[src/rtl/alu_pkg.sv]
// Shared ALU definitions: default datapath width and the serial-unit FSM states.
package alu_pkg;

  localparam int ALU_SIZE = 8;

  typedef enum logic [1:0] {
    IDLE   = 2'd0,
    SHIFT  = 2'd1,
    FINISH = 2'd2
  } neg_state_e;

endpackage

[src/rtl/serial_negate_neg_bit_cell.sv]
// One bit of the serial negation: half-adder applied to the inverted operand bit.
module neg_bit_cell (
  input  logic d,
  input  logic cin,
  output logic s,
  output logic cout
);

  assign s    = ~d ^ cin;
  assign cout = ~d & cin;

endmodule

[src/rtl/serial_negate.sv]
// Bit-serial two's-complement negation, LSB first, one bit per clock.
// Optional overflow flag is enabled by defining SERIAL_NEGATE_OVF_EN.
module serial_negate
  import alu_pkg::*;
#(
  parameter int size = ALU_SIZE
) (
  input  logic            CLK,
  input  logic            RST_N,
  input  logic            START,
  input  logic [size-1:0] Q,
  output logic            BUSY,
  output logic            DONE,
  output logic [size-1:0] Q_NEG
`ifdef SERIAL_NEGATE_OVF_EN
  ,
  output logic            OVF
`endif
);

  localparam int CW = (size > 1) ? $clog2(size) : 1;
  localparam logic [CW-1:0] CNT_LAST = CW'(size - 1);

  neg_state_e      state_q;
  logic [size-1:0] sr_q;
  logic [size-1:0] acc_q;
  logic [CW-1:0]   cnt_q;
  logic            carry_q;
  logic            busy_q;
  logic            done_q;
  logic [size-1:0] q_neg_q;
  logic            bit_d;
  logic            carry_d;
`ifdef SERIAL_NEGATE_OVF_EN
  logic            op_msb_q;
  logic            ovf_q;
`endif

  neg_bit_cell u_cell (
    .d    (sr_q[0]),
    .cin  (carry_q),
    .s    (bit_d),
    .cout (carry_d)
  );

  // Control FSM with the datapath and output registers; BUSY follows the next state.
  always_ff @(posedge CLK or negedge RST_N) begin
    if (!RST_N) begin
      state_q  <= IDLE;
      sr_q     <= {size{1'b0}};
      acc_q    <= {size{1'b0}};
      cnt_q    <= {CW{1'b0}};
      carry_q  <= 1'b0;
      busy_q   <= 1'b0;
      done_q   <= 1'b0;
      q_neg_q  <= {size{1'b0}};
`ifdef SERIAL_NEGATE_OVF_EN
      op_msb_q <= 1'b0;
      ovf_q    <= 1'b0;
`endif
    end else begin
      done_q <= 1'b0;
      case (state_q)
        IDLE: begin
          if (START) begin
            sr_q     <= Q;
            carry_q  <= 1'b1;
            cnt_q    <= {CW{1'b0}};
            state_q  <= SHIFT;
            busy_q   <= 1'b1;
`ifdef SERIAL_NEGATE_OVF_EN
            op_msb_q <= Q[size-1];
`endif
          end else begin
            busy_q <= 1'b0;
          end
        end
        SHIFT: begin
          sr_q    <= sr_q >> 1;
          carry_q <= carry_d;
          acc_q   <= {bit_d, acc_q[size-1:1]};
          busy_q  <= 1'b1;
          // Counter stops at the last bit so it never wraps.
          if (cnt_q == CNT_LAST) begin
            state_q <= FINISH;
          end else begin
            cnt_q <= cnt_q + CW'(1);
          end
        end
        FINISH: begin
          q_neg_q <= acc_q;
          done_q  <= 1'b1;
          busy_q  <= 1'b0;
          state_q <= IDLE;
`ifdef SERIAL_NEGATE_OVF_EN
          ovf_q   <= op_msb_q & acc_q[size-1];
`endif
        end
        default: begin
          state_q <= IDLE;
          busy_q  <= 1'b0;
        end
      endcase
    end
  end

  assign BUSY  = busy_q;
  assign DONE  = done_q;
  assign Q_NEG = q_neg_q;
`ifdef SERIAL_NEGATE_OVF_EN
  assign OVF   = ovf_q;
`endif

endmodule

[config.mk]
export PLATFORM = sky130hd
export DESIGN_NAME = serial_negate
export DESIGN_NICKNAME = d
export VERILOG_FILES = /design/src/rtl/alu_pkg.sv /design/src/rtl/serial_negate_neg_bit_cell.sv /design/src/rtl/serial_negate.sv
export SDC_FILE = /design/constraint.sdc
export NUM_CORES = 1
export LEC_CHECK = 0
export ABC_AREA = 1
export BUFFER_PORTS_ARGS = -buffer_cell sky130_fd_sc_hd__buf_2
export CORE_MARGIN = 4
export CORE_UTILIZATION = 41
export CTS_CLUSTER_SIZE = 20
export DETAILED_ROUTE_END_ITERATION = 16
export PLACE_DENSITY = 0.73
export SLEW_MARGIN = 20
export SYNTH_ARGS = -nofsm -noshare
export SYNTH_HDL_FRONTEND = slang
export SYNTH_SLANG_ARGS = --single-unit
[constraint.sdc]
create_clock -name CLK -period 1.6 [get_ports CLK]
set_input_delay 0.08 -clock CLK [delete_from_list [all_inputs] [get_ports CLK]]
set_output_delay 0.08 -clock CLK [all_outputs]
set_load 0.005 [all_outputs]
==> impl_results.md <==
- Clock root buffer master: clkbuf_4
- Critical Path Sink Type: register
- Worst hold path class: input port to register
- Worst skew pair latency: approximately 0.33 ns
- CTS clk-pin slew, worst paths: roughly 0.1 ns
- Layout Cells excl Fill: between 200 and 250
- Post-route setup TNS: 0 ns
- Crit path launch type: register
- Post-DRT Antenna Nets: 0
- Starting Density: between 40% and 50%
- Final Hold Violating Endpoints: 0
- Seq/Total Area, Yosys: 58.8%
- Mapped cell area: between 0.001 and 0.0015 mm2
- NumNets Final: 191
- First-pass GRT wire length: roughly 4700 um
- All-Layer GR Usage: 14.5%
- Initial antenna violation count: 0
- Flops & latches, synth: 32
- Synth unique cells: 14
- Syn Nets: 167
- Worst vdd ir: a little under 0.7 mV
- Max-slew headroom: between 50 and 60%
- DRC Markers: 0
- Synth-to-layout area growth: 16.3%
- H-tree depth: 2
- DPL Wire Length: 1720 um
- Final Cycle Share: between 80% and 90%
- Syn Inst Count: 153
- Worst-path maximum fanout: 5
- # rows: 20
- Min Tclk post-route: 1.37 ns
- Max Slew Vio Count: 0
- GPL Wtd Cong: ~0.85
- Routed vias/inst: about 4.7
- Req. time, crit path: 1.84 ns
- RSZ-0062 raised after global routing: false
- Remaining Overflow, GRT: 0
- Fmax: 732 MHz
- Via count: 1050
- Largest net degree at the start of global routing: 33
- Avg WL per Cell: roughly 12 um
- Cell Pwr Density: ~1900 mW/mm2
- I/O pins: 21
- Height of the die: approximately 66 um
- Synthesis Warnings: 0
- Worst-margin pin slew: approximately 0.70 ns
- DRT Pass-1 Iters: 4
- Commonest non-fill, non-tap cell in the layout: nand2_1
- Clk_skew: approximately 0.0038 ns
- Drt first-iter violations: 39
- Commonest cells after routing, fill and taps aside: nand2_1, dfrtp_1, buf_2, o21ai_0, inv_1
- Layout cells sized above 1: 19.7%
- Pleak: around 0.87 nW
- Max-cap violations: 0
- DIE AREA: ~0.0043 mm2
- Vias in the first global route: roughly 1100
- Status: completed
- Critical path class: register to register
- CTS tree: built
- Detailed Route WL: 2590 um
- Final Setup Violations: 0
- Diode count: 0
- Inserted Clock Buffers: 5
- Die Wd: ~66 um
- Core Area: about 0.0031 mm2
- CTS sink count: 32
- Port Buffer Count: 20
- Syn_area_per_cell: between 8 and 9 um2
- Largest buffer count on any clock path: 2
- Dpl cells: 212
- CP arrival: between 1.5 and 2 ns
==> worst max-delay path, stage by stage, from the launching register on <==
cell,delay (ns)
dfrtp_1,0.42
ha_1,0.21
ha_1,0.18
inv_1,0.13
nand3_1,0.17
nand3_1,0.11
nand2_1,0.05
==> per-layer routing <==
| layer | GRT usage, % | vias to the layer above | routed length (um) |
|---|---|---|---|
| li1 | - | 527 | - |
| met1 | 17.0 | 490 | 1130 |
| met2 | 23.9 | 25 | 1250 |
| met3 | 4.62 | 8 | 145 |
| met4 | 6.99 | 0 | 59 |
| met5 | 0 | - | 0 |
==> per-stage QoR <==
stage	setup WS [ns]	util, %	hold WS [ns]	power (mW)	cell area [um2]
6_report	0.233	51.0	0.0204	2.96	1580
5_1_grt	0.0859	51.0	0.0367	3.27	1580
4_1_cts	0.144	51.0	0.0108	3.00	1580
3_5_place_dp	0.161	47.7	0.164	2.36	1480
3_3_place_gp	0.216	47.7	0.158	2.29	1480
2_1_floorplan	0.397	-	-0.216	2.10	1360
==> area by class of cell <==
cell class	count	area, um2
clock buffer	5	37.5
clock inverter	3	42.5
fill	329	1520
inverter	15	56.3
multi-input combinational	100	462
sequential	32	802
tap	44	55.1
timing repair buffer	23	128
==> path summary, 6_finish.rpt <==
path | start | to | slack [ns] | depth (start not counted)
max | cnt_q[0]$_DFFE_PN0P_ | cnt_q[0]$_DFFE_PN0P_ | 0.23 | 6
max in group asynchronous | RST_N | state_q[0]$_DFFE_PN0P_ | 0.79 | 2
max reg2reg | cnt_q[0]$_DFFE_PN0P_ | cnt_q[0]$_DFFE_PN0P_ | 0.23 | 6
min reg2reg | Q_NEG[0]$_DFFE_PN0P_ | Q_NEG[0]$_DFFE_PN0P_ | 0.48 | 2
min | Q[6] | sr_q[6]$_DFFE_PN0P_ | 0.02 | 5
min in group asynchronous | RST_N | Q_NEG[4]$_DFFE_PN0P_ | 0.33 | 2
==> cells by family after synthesis <==
| family | after synthesis | share of synthesized area, % |
|---|---|---|
| flip-flops | 32 | 58.8 |
| AND/OR/NAND/NOR | 80 | 24.1 |
| adder cells (fa/ha/maj) | 3 | 2.76 |
| buffers and inverters | 21 | 7.26 |
| AO/OA/AOI/OAI | 17 | 7.08 |
==> sequential cells by signal, summed over array words and instances (netlist names) <==
register	cells
BUSY	1
DONE	1
Q_NEG	8
acc_q	8
carry_q	1
cnt_q	3
sr_q	8
state_q	2
==> repair_timing <==
item / CTS / global route
gates resized for setup: 0 / 1
hold buffers: 2 / 0
endpoints found under the setup margin: 0 / 6
setup buffers: 0 / 0
hold endpoints to repair: 33 / 0
==> cells in the mapped netlist (all sizes together) <==
| cell type | instances | area, um2 |
|---|---|---|
| nand2 | 61 | 234 |
| dfrtp | 32 | 801 |
| inv | 15 | 56.3 |
| o21ai | 15 | 86.3 |
| nand3 | 12 | 60.1 |
| buf | 6 | 42.5 |
| nor2 | 4 | 15.0 |
| ha | 3 | 37.5 |
| nand4 | 3 | 18.8 |
| a21oi | 2 | 10.0 |
==> where the power goes <==
part	switching, mW	internal, mW	total (mW)
clock network	0.292	0.326	0.618
logic	0.589	0.385	0.975
registers	0.218	1.14	1.36
No activity file was read; power rests on OpenSTA's default activity.
